$ cat src/rtl/osb_pkg.sv
// rtl/osb_pkg.sv - shared state encoding and width helpers for the operand stream bank
package osb_pkg;

    typedef enum logic [2:0] {
        IDLE,
        LOAD_W,
        LOAD_X,
        FEED,
        DONE
    } state_e;

    function automatic int dimw_f(input int maxd);
        return $clog2(maxd + 1);
    endfunction

    function automatic int aw_f(input int maxd);
        return $clog2(maxd * maxd);
    endfunction

endpackage

$ cat src/rtl/operand_ram.sv
// rtl/operand_ram.sv - MAXD*MAXD x DW register file, one sync write port, MAXD async read ports
module operand_ram
    import osb_pkg::*;
#(
    parameter  int DW   = 4,
    parameter  int MAXD = 3,
    localparam int AW   = aw_f(MAXD)
) (
    input  logic                 clk,
    input  logic                 rst_n,
    input  logic                 clr_i,
    input  logic                 we_i,
    input  logic [AW-1:0]        waddr_i,
    input  logic [DW-1:0]        wdata_i,
    input  logic [MAXD*AW-1:0]   raddr_i,
    output logic [MAXD*DW-1:0]   rdata_o
);

    logic [DW-1:0] mem_q [MAXD*MAXD];

    always_ff @(posedge clk or negedge rst_n) begin
        if (!rst_n) begin
            for (int a = 0; a < MAXD*MAXD; a++) mem_q[a] <= '0;
        end else if (clr_i) begin
            for (int a = 0; a < MAXD*MAXD; a++) mem_q[a] <= '0;
        end else if (we_i) begin
            mem_q[waddr_i] <= wdata_i;
        end
    end

    always_comb begin
        rdata_o = '0;
        for (int p = 0; p < MAXD; p++) rdata_o[p*DW +: DW] = mem_q[raddr_i[p*AW +: AW]];
    end

endmodule

$ cat src/rtl/operand_stream_bank.sv
// rtl/operand_stream_bank.sv - loads W and X, then replays them as skewed wavefronts into the MAC array
module operand_stream_bank
    import osb_pkg::*;
#(
    parameter  int DW   = 4,
    parameter  int MAXD = 3,
    localparam int DIMW = dimw_f(MAXD),
    localparam int AW   = aw_f(MAXD)
) (
    input  logic                   clk,
    input  logic                   rst_n,
    input  logic                   clear,
    input  logic                   start,
    input  logic [DIMW-1:0]        dim_m,
    input  logic [DIMW-1:0]        dim_k,
    input  logic [DIMW-1:0]        dim_n,
    input  logic                   in_valid,
    output logic                   in_ready,
    input  logic [DW-1:0]          in_data,
    input  logic                   feed_en,
    output logic [MAXD*DW-1:0]     w_out,
    output logic [MAXD*DW-1:0]     x_out,
    output logic                   out_valid,
    output logic [MAXD*MAXD-1:0]   mac_en,
    output logic [MAXD*MAXD-1:0]   mac_clr,
    output logic                   done,
    output logic                   cfg_err
);

    localparam int TW = $clog2(3 * MAXD);
    localparam logic [DIMW-1:0] MAXD_D = DIMW'(MAXD);

    state_e            state_q, state_d;
    logic [AW-1:0]     addr_q, addr_d;
    logic [TW-1:0]     t_q, t_d;
    logic [DIMW-1:0]   m_q, m_d, k_q, k_d, n_q, n_d;
    logic              cfg_err_q, cfg_err_d;
    logic              mac_clr_q, mac_clr_d;

    logic              dims_legal;
    logic [AW-1:0]     mk_last, kn_last;
    logic [TW-1:0]     t_last;
    logic              w_we, x_we;
    logic [MAXD*AW-1:0] w_raddr, x_raddr;
    logic [MAXD*DW-1:0] w_rdata, x_rdata;
    logic [MAXD-1:0]   w_ok, x_ok;

    assign dims_legal = (dim_m != '0) && (dim_m <= MAXD_D) &&
                        (dim_k != '0) && (dim_k <= MAXD_D) &&
                        (dim_n != '0) && (dim_n <= MAXD_D);
    assign mk_last    = AW'(m_q) * AW'(k_q) - AW'(1);
    assign kn_last    = AW'(k_q) * AW'(n_q) - AW'(1);
    assign t_last     = TW'(k_q) + TW'(m_q) + TW'(n_q) - TW'(3);

    always_ff @(posedge clk or negedge rst_n) begin
        if (!rst_n) begin
            state_q   <= IDLE;
            addr_q    <= '0;
            t_q       <= '0;
            m_q       <= '0;
            k_q       <= '0;
            n_q       <= '0;
            cfg_err_q <= 1'b0;
            mac_clr_q <= 1'b0;
        end else begin
            state_q   <= state_d;
            addr_q    <= addr_d;
            t_q       <= t_d;
            m_q       <= m_d;
            k_q       <= k_d;
            n_q       <= n_d;
            cfg_err_q <= cfg_err_d;
            mac_clr_q <= mac_clr_d;
        end
    end

    always_comb begin
        state_d   = state_q;
        addr_d    = addr_q;
        t_d       = t_q;
        m_d       = m_q;
        k_d       = k_q;
        n_d       = n_q;
        cfg_err_d = cfg_err_q;
        mac_clr_d = 1'b0;
        if (clear) begin
            state_d   = IDLE;
            addr_d    = '0;
            t_d       = '0;
            cfg_err_d = 1'b0;
        end else begin
            case (state_q)
                IDLE: if (start) begin
                    if (dims_legal) begin
                        m_d       = dim_m;
                        k_d       = dim_k;
                        n_d       = dim_n;
                        cfg_err_d = 1'b0;
                        mac_clr_d = 1'b1;
                        addr_d    = '0;
                        state_d   = LOAD_W;
                    end else begin
                        cfg_err_d = 1'b1;
                    end
                end
                LOAD_W: if (in_valid) begin
                    if (addr_q == mk_last) begin
                        addr_d  = '0;
                        state_d = LOAD_X;
                    end else begin
                        addr_d = addr_q + AW'(1);
                    end
                end
                LOAD_X: if (in_valid) begin
                    if (addr_q == kn_last) begin
                        addr_d  = '0;
                        t_d     = '0;
                        state_d = FEED;
                    end else begin
                        addr_d = addr_q + AW'(1);
                    end
                end
                FEED: if (feed_en) begin
                    if (t_q == t_last) begin
                        t_d     = '0;
                        state_d = DONE;
                    end else begin
                        t_d = t_q + TW'(1);
                    end
                end
                DONE:    state_d = IDLE;
                default: state_d = IDLE;
            endcase
        end
    end

    assign in_ready  = ((state_q == LOAD_W) || (state_q == LOAD_X)) && !clear;
    assign w_we      = (state_q == LOAD_W) && in_valid && !clear;
    assign x_we      = (state_q == LOAD_X) && in_valid && !clear;
    assign out_valid = (state_q == FEED) && feed_en;
    assign done      = (state_q == DONE);
    assign cfg_err   = cfg_err_q;
    assign mac_clr   = {(MAXD*MAXD){mac_clr_q}};

    // Addresses are only formed once t>=lane is known, so a wrapped t-lane never reaches the store.
    always_comb begin
        w_ok    = '0;
        x_ok    = '0;
        w_raddr = '0;
        x_raddr = '0;
        for (int i = 0; i < MAXD; i++) begin
            w_ok[i] = (state_q == FEED) && (DIMW'(i) < m_q) && (t_q >= TW'(i)) &&
                      ((t_q - TW'(i)) < TW'(k_q));
            x_ok[i] = (state_q == FEED) && (DIMW'(i) < n_q) && (t_q >= TW'(i)) &&
                      ((t_q - TW'(i)) < TW'(k_q));
            if (w_ok[i]) w_raddr[i*AW +: AW] = AW'(i) * AW'(k_q) + AW'(t_q - TW'(i));
            if (x_ok[i]) x_raddr[i*AW +: AW] = AW'(t_q - TW'(i)) * AW'(n_q) + AW'(i);
        end
    end

    always_comb begin
        w_out  = '0;
        x_out  = '0;
        mac_en = '0;
        for (int i = 0; i < MAXD; i++) begin
            if (w_ok[i]) w_out[i*DW +: DW] = w_rdata[i*DW +: DW];
            if (x_ok[i]) x_out[i*DW +: DW] = x_rdata[i*DW +: DW];
            for (int j = 0; j < MAXD; j++)
                mac_en[i*MAXD+j] = out_valid && (DIMW'(i) < m_q) && (DIMW'(j) < n_q);
        end
    end

    operand_ram #(.DW(DW), .MAXD(MAXD)) u_w_ram (
        .clk     (clk),
        .rst_n   (rst_n),
        .clr_i   (clear),
        .we_i    (w_we),
        .waddr_i (addr_q),
        .wdata_i (in_data),
        .raddr_i (w_raddr),
        .rdata_o (w_rdata)
    );

    operand_ram #(.DW(DW), .MAXD(MAXD)) u_x_ram (
        .clk     (clk),
        .rst_n   (rst_n),
        .clr_i   (clear),
        .we_i    (x_we),
        .waddr_i (addr_q),
        .wdata_i (in_data),
        .raddr_i (x_raddr),
        .rdata_o (x_rdata)
    );

endmodule

$ cat config.mk
export PLATFORM = sky130hd
export DESIGN_NAME = operand_stream_bank
export DESIGN_NICKNAME = d
export VERILOG_FILES = /design/src/rtl/osb_pkg.sv /design/src/rtl/operand_ram.sv /design/src/rtl/operand_stream_bank.sv
export SDC_FILE = /design/constraint.sdc
export NUM_CORES = 1
export LEC_CHECK = 0
export BUFFER_PORTS_ARGS = -buffer_cell sky130_fd_sc_hd__buf_4
export CAP_MARGIN = 20
export CELL_PAD_IN_SITES_DETAIL_PLACEMENT = 0
export CELL_PAD_IN_SITES_GLOBAL_PLACEMENT = 1
export CORE_ASPECT_RATIO = 1.2
export CORE_MARGIN = 2
export CORE_UTILIZATION = 40
export CTS_CLUSTER_SIZE = 20
export DETAILED_ROUTE_END_ITERATION = 7
export GPL_ROUTABILITY_DRIVEN = 0
export PLACE_DENSITY_LB_ADDON = 0.1
export SLEW_MARGIN = 30
export SYNTH_ARGS = -nofsm -noshare
export SYNTH_HDL_FRONTEND = slang
export SYNTH_HIERARCHICAL = 1
export SYNTH_SLANG_ARGS = --single-unit
$ cat constraint.sdc
create_clock -name clk -period 9.86 [get_ports clk]
set_clock_uncertainty 0.1 [all_clocks]
set_input_delay 1.972 -clock clk [delete_from_list [all_inputs] [get_ports clk]]
set_output_delay 1.972 -clock clk [all_outputs]
set_load 0.03 [all_outputs]
* Yosys cells after proc, flatten, opt, wreduce, memory -nomap -nowiden
Cells that the tools add are included. W data, S select, Z words.
Word-level totals: flip-flop bits (word level) 91, input bits 16
Operators by class: add/sub/neg operators 13, multipliers 5, $lt $le $gt $ge 23, equality and inequality tests 15, multiplexer cells 70, bitwise gates (word level) 8, reduce and logical (&&, ||, !) cells 59
Operators by type and width (count):
- $mux W4 | 37
- $mux W36 | 4
- $bmux W4 S4 | 6
- $bwmux W36 | 2
- $logic_and A1 B1 Y1 | 42
- $ge A5 B5 Y1 const B | 7
- $not A4 Y5 | 7
- $mux W3 | 9
- $ne A3 B3 Y1 const B | 8
- $demux W4 S4 | 1
- $reduce_bool A2 Y1 | 7
- $add A4 B1 Y4 const B | 3
- $eq A4 B4 Y1 | 3
- $lt A4 B2 Y1 | 3
- $mul A4 B2 Y4 | 3
- $pmux W3 S4 | 1
- $pmux W4 S3 | 1
- $sub A4 B1 Y4 const B | 3
- $ge A4 B1 Y1 const B | 2
- $lt A1 B2 Y1 const A | 4
- $mul A2 B2 Y4 | 2
- $mux W1 | 8
- $pmux W4 S2 | 1
- $reduce_and A4 Y1 | 2
- 22 further kinds | 27

* Depth between registers and ports, before layout
depth in word-level cells 10, gate-level depth with buffers 14, gate-level depth less buffers 13

* Cells and area by module
The synthesis kept the hierarchy.
Modules (own cells, without submodules):
- operand_ram (u_x_ram) | instances 1, cells each 275, area each 2631.3 um2, sequential area each 900.9 um2
- operand_ram (u_w_ram) | instances 1, cells each 275, area each 2621.3 um2, sequential area each 900.9 um2
- operand_stream_bank | instances 1, cells each 308, area each 2411.1 um2, sequential area each 475.5 um2

* Worst setup path before layout
OpenSTA, ideal clock, no wires.
path kind register to output, start register t_q[0], end output x_out[6], data arrival time 3.690 ns, data required time 7.788 ns, setup slack 4.098 ns, cell stages (with the launch flop) 15, path buffers 2, cell sequence dfrtp_1 -> clkbuf_1 -> inv_1 -> ha_1 -> inv_1 -> ha_1 -> a211o_1 -> or2_2 -> or2_2 -> nor2_1 -> buf_6 -> mux4_2 -> nor2_1 -> o31ai_2 -> and2_1
On the way: longest elaborated chain between the ends 9
RTL lines:
- start, declared | line operand_stream_bank.sv:35 | logic [TW-1:0] t_q, t_d;
- start signal, assigned | line operand_stream_bank.sv:68 | t_q <= t_d;
- $sub A4 B1 Y4 / $ge A4 B1 Y1 (equally long branches) | line operand_stream_bank.sv:155, operand_stream_bank.sv:157, operand_stream_bank.sv:154
- $mul A4 B2 Y4, or another cell as far along | line operand_stream_bank.sv:157 | if (x_ok[i]) x_raddr[i*AW +: AW] = AW'(t_q - TW'(i)) * AW'(n_q) + AW'(i);
- $add A4 B1 Y4 / $logic_and A1 B1 Y1 (equally long branches) | line operand_stream_bank.sv:157, operand_stream_bank.sv:154
- $mux W4 * | line operand_stream_bank.sv:157
- via x_raddr[4] | line operand_stream_bank.sv:44 | logic [MAXD*AW-1:0] w_raddr, x_raddr;
- $not A4 Y5 (implied by the code) * | line operand_ram.sv:33 | for (int p = 0; p < MAXD; p++) rdata_o[p*DW +: DW] = mem_q[raddr_i[p*AW +: AW]];
- $bmux W4 S4 * | line operand_ram.sv:33
- $mux W4 (implied by the code) * (2 in series) | line operand_ram.sv:33
- via x_rdata[6] | line operand_stream_bank.sv:45 | logic [MAXD*DW-1:0] w_rdata, x_rdata;
- $mux W4 * | line operand_stream_bank.sv:167 | if (x_ok[i]) x_out[i*DW +: DW] = x_rdata[i*DW +: DW];
- end, declared | line operand_stream_bank.sv:22 | output logic [MAXD*DW-1:0] x_out,
The timed path passes the listed nets; every way through them passes the cells marked *. The select of a mux whose other input is x is not followed.

* Worst setup path after layout
start register t_q[1], end output w_out[9]
On the way: longest elaborated chain between the ends 9
RTL lines:
- $sub A4 B2 Y4 / $ge A4 B2 Y1 (equally long branches) | line operand_stream_bank.sv:153, operand_stream_bank.sv:152
- $lt A4 B2 Y1 / $logic_and A1 B1 Y1 (equally long branches) | line operand_stream_bank.sv:153, operand_stream_bank.sv:152
- $logic_and A1 B1 Y1 * | line operand_stream_bank.sv:152 | w_ok[i] = (state_q == FEED) && (DIMW'(i) < m_q) && (t_q >= TW'(i)) &&
- $mux W4 * | line operand_stream_bank.sv:156 | if (w_ok[i]) w_raddr[i*AW +: AW] = AW'(i) * AW'(k_q) + AW'(t_q - TW'(i));
- via w_raddr[8] | line operand_stream_bank.sv:44
- $not A4 Y5 (implied by the code) * | line operand_ram.sv:33
- $bmux W4 S4 * | line operand_ram.sv:33
- $mux W4 (implied by the code) * (2 in series) | line operand_ram.sv:33
- via w_rdata[9] | line operand_stream_bank.sv:45
- $mux W4 * | line operand_stream_bank.sv:166 | if (w_ok[i]) w_out[i*DW +: DW] = w_rdata[i*DW +: DW];
- end, declared | line operand_stream_bank.sv:21 | output logic [MAXD*DW-1:0] w_out,
Marks and branches as above.

==> qor.csv <==
metric;value;unit
outcome;completed;
H-tree depth;3;
die area;20300;sq um
Area Growth Syn to Fin;11.7;%
post-synthesis xor/xnor area fraction;2.51;%
overall routed net length;23200;microns
Die Width;130;microns
root buffer cell;clkbuf_16;
vias in the first global route;6861;
clock share of power;29.4;%
sw frac;39.2;%
worst slew pin tran;973;ps
clock latency at the later pin of the worst-skew pair;350;ps
Yosys cell types;60;
pwr dens;173;nW/um^2
crit path kind;flip-flop to primary output;
Critical Path RT;7790;ps
fin. max-slew vios;0;
Cell Area, Synth;7660;sq um
combinational cell fraction of total power;38.7;%
global-route wire length before repair;36900;microns
worst stage delay on the critical path;760;ps
worst hold margin;478;ps
Syn Area/Cell;8.93;sq um
maximum VDD drop;0.0000845;V
share of synthesized cell area in and, or, nand and nor gates;21.4;%
Crit Path Max Fanout;13;
cell taking the most area after synthesis;dfrtp_1;
Leak Pwr;3.60;nW
largest net degree at the start of global routing;79;
crit end category;primary output;
startpoint types;flip-flop;
Ports;62;
sequential-to-total area share from yosys stat;29.7;%
Post-synth EDFFs;0;
CTS Sinks;91;
multiplexer share of the synthesized area;15.6;%
final worst-path cycle share;71.0;%
Hold Crit Class;flip-flop to flip-flop;
cells after synthesis;858;
Routed WL per cell;20.2;microns
Site Rows;55;
commonest cells after routing, fill and taps aside;dfrtp_1 (90), a21oi_1 (77), nand3_1 (74), nand2_1 (70), buf_4 (67);
core area;18900;sq um
Layout fillers;1908;
largest family of logic cells by synthesized area;simple AND/OR/NAND/NOR gates;
1st-iter DRT viols;464;
RSZ-0062 raised after global routing;no;
Hold-fix buffers, CTS;0;
min cycle time layout;7000;ps
adder-cell area share of the yosys netlist;6.66;%
via count;6725;
internal power;0.000903;W
crit path DAT;4930;ps
Psw;0.000582;W
total track usage;23.6;%
Ys Warns;6;
DRC viols;0;
Final nets;941;
slowest CP cell;and2_1;
Die H;156;microns
Top delay family on crit path;simple AND/OR/NAND/NOR gates;
commonest non-fill, non-tap cell in the layout;dfrtp_1;
Setup Buffers After CTS;0;
Num CTS Buffers;9;
Final Hold Viols;0;
#FFs+latches synth;91;
initial antenna violation count;0;
critical path's most frequent cell;and2_1;
Reg power frac;31.9;%
TritonCTS clock tree;built;
dpl hpwl;17300;microns
Antenna diodes;0;
CP Buf/Inv Count;2;
Routed Antenna Nets;0;
number of setup violations in the final report;0;
main flop type after synthesis;dfrtp_1;
post_cts resized;0;
clock slew at reported path FFs;70;ps
synth top area cells;dfrtp_1 (30%), mux2_2 (7.6%), mux4_1 (6.2%);
layout cells sized above 1;20.0;%
starting density of the core;40.6;%
ordered list of cells on the worst path;inv_1 -> ha_1 -> nor3_1 -> a21oi_1 -> a2111oi_0 -> nor3b_1 -> and2_1 -> mux4_1 -> nor2_1 -> o31ai_1 -> and2_1 -> buf_4;
max cap viols;0;
post-synthesis compound-gate area fraction;17.4;%
Async SR Flop Fraction;100;%
fmax;0.143;GHz
Slew HR;34.9;%
Synth top area share;29.7;%
clock tree buffer depth;2;
overflow left after global routing;0;
DRT Pass-1 Iters;5;
vias per cell;5.85;
final setup TNS;0;ps
Port Buffers;61;
-- cells by family after synthesis --
group | after synthesis
flip-flops | 91
XOR/XNOR | 22
other | 1
adder cells (fa/ha/maj) | 36
buffers and inverters | 95
multiplexers | 76
AND/OR/NAND/NOR | 309
AO/OA/AOI/OAI | 228
-- synthesized netlist by cell type (8+ instances only) --
cell      number
xor2_1         8
fa_1           8
inv_1         31
a21oi_1       77
ha_1          28
nand2b_1      10
nand2_1       70
nor4b_2        8
o22ai_1       25
dfrtp_1       91
and2_1        40
o21ai_1       20
buf_6         13
xnor2_1       14
buf_4         12
o31ai_1       18
buf_2          9
nor2_1        56
mux2_2        52
o21ai_0       62
clkbuf_1      23
nand3_1       74
mux4_1        18
nor3_1        13
-- sequential cells by signal, indices dropped and copies added (netlist names) --
register / cells
n_q: 2
addr_q: 4
cfg_err: 1
u_w_ram/mem_q: 36
t_q: 4
state_q: 3
k_q: 2
m_q: 2
mac_clr_q: 1
u_x_ram/mem_q: 36
-- power by group through the flow --
stage / Sequential, W / Clock [W] / Combinational, W
final: 0.000473 / 0.000436 / 0.000575
after global routing: 0.000482 / 0.000459 / 0.000651
after CTS: 0.000473 / 0.000446 / 0.000579
after detailed placement: 0.000480 / 0 / 0.000574
after global placement: 0.000479 / 0 / 0.000560
after floorplan: 0.000434 / 0 / 0.000473
-- final timing paths --
path	cells past startpoint	slack [ps]	to	from
max in group asynchronous	2	7060	u_x_ram/mem_q[16]	rst_n
worst max-delay path	12	2860	w_out[9]	t_q[1]
min in group asynchronous	1	1440	mac_clr_q	rst_n
worst max register to register	10	6430	state_q[0]	n_q[1]
worst min register to register	2	480	cfg_err	cfg_err
worst min-delay path	2	480	cfg_err	cfg_err
-- layer usage --
layer / global-route usage (%) / vias up / wire [microns]
li1: - / 3148 / -
met3: 3.16 / 55 / 996
met5: 0 / - / 0
met4: 10.1 / 0 / 895
met1: 29.7 / 3335 / 10000
met2: 40.5 / 187 / 11300
-- per-stage QoR --
step / power, W / cells / instance area (sq um) / utilization [%] / setup WS, ps
after floorplan: 0.000907 / 874 / 7720 / - / 4100
after global placement: 0.00104 / 1134 / 8160 / 43.3 / 3460
after detailed placement: 0.00105 / 1134 / 8170 / 43.3 / 3290
after CTS: 0.00150 / 1150 / 8540 / 45.3 / 2900
after global routing: 0.00159 / 1150 / 8560 / 45.4 / 2540
final: 0.00148 / 1150 / 8560 / 45.4 / 2860
-- final cells by class --
type	count	area [sq um]	area share [%]
Multi-Input combinational cell	688	4960	58.0
Inverter	32	120	1.40
Sequential cell	91	2280	26.6
Tap cell	256	320	3.74
Clock inverter	7	148	1.72
Clock buffer	9	225	2.63
Timing Repair Buffer	67	503	5.88
-- worst min-delay path, cell delays in order, from the launching register on --
cell      delay (ps)
dfrtp_1          380
nor2_1           100
a211oi_1          50
No activity file was read; power rests on OpenSTA's default activity.
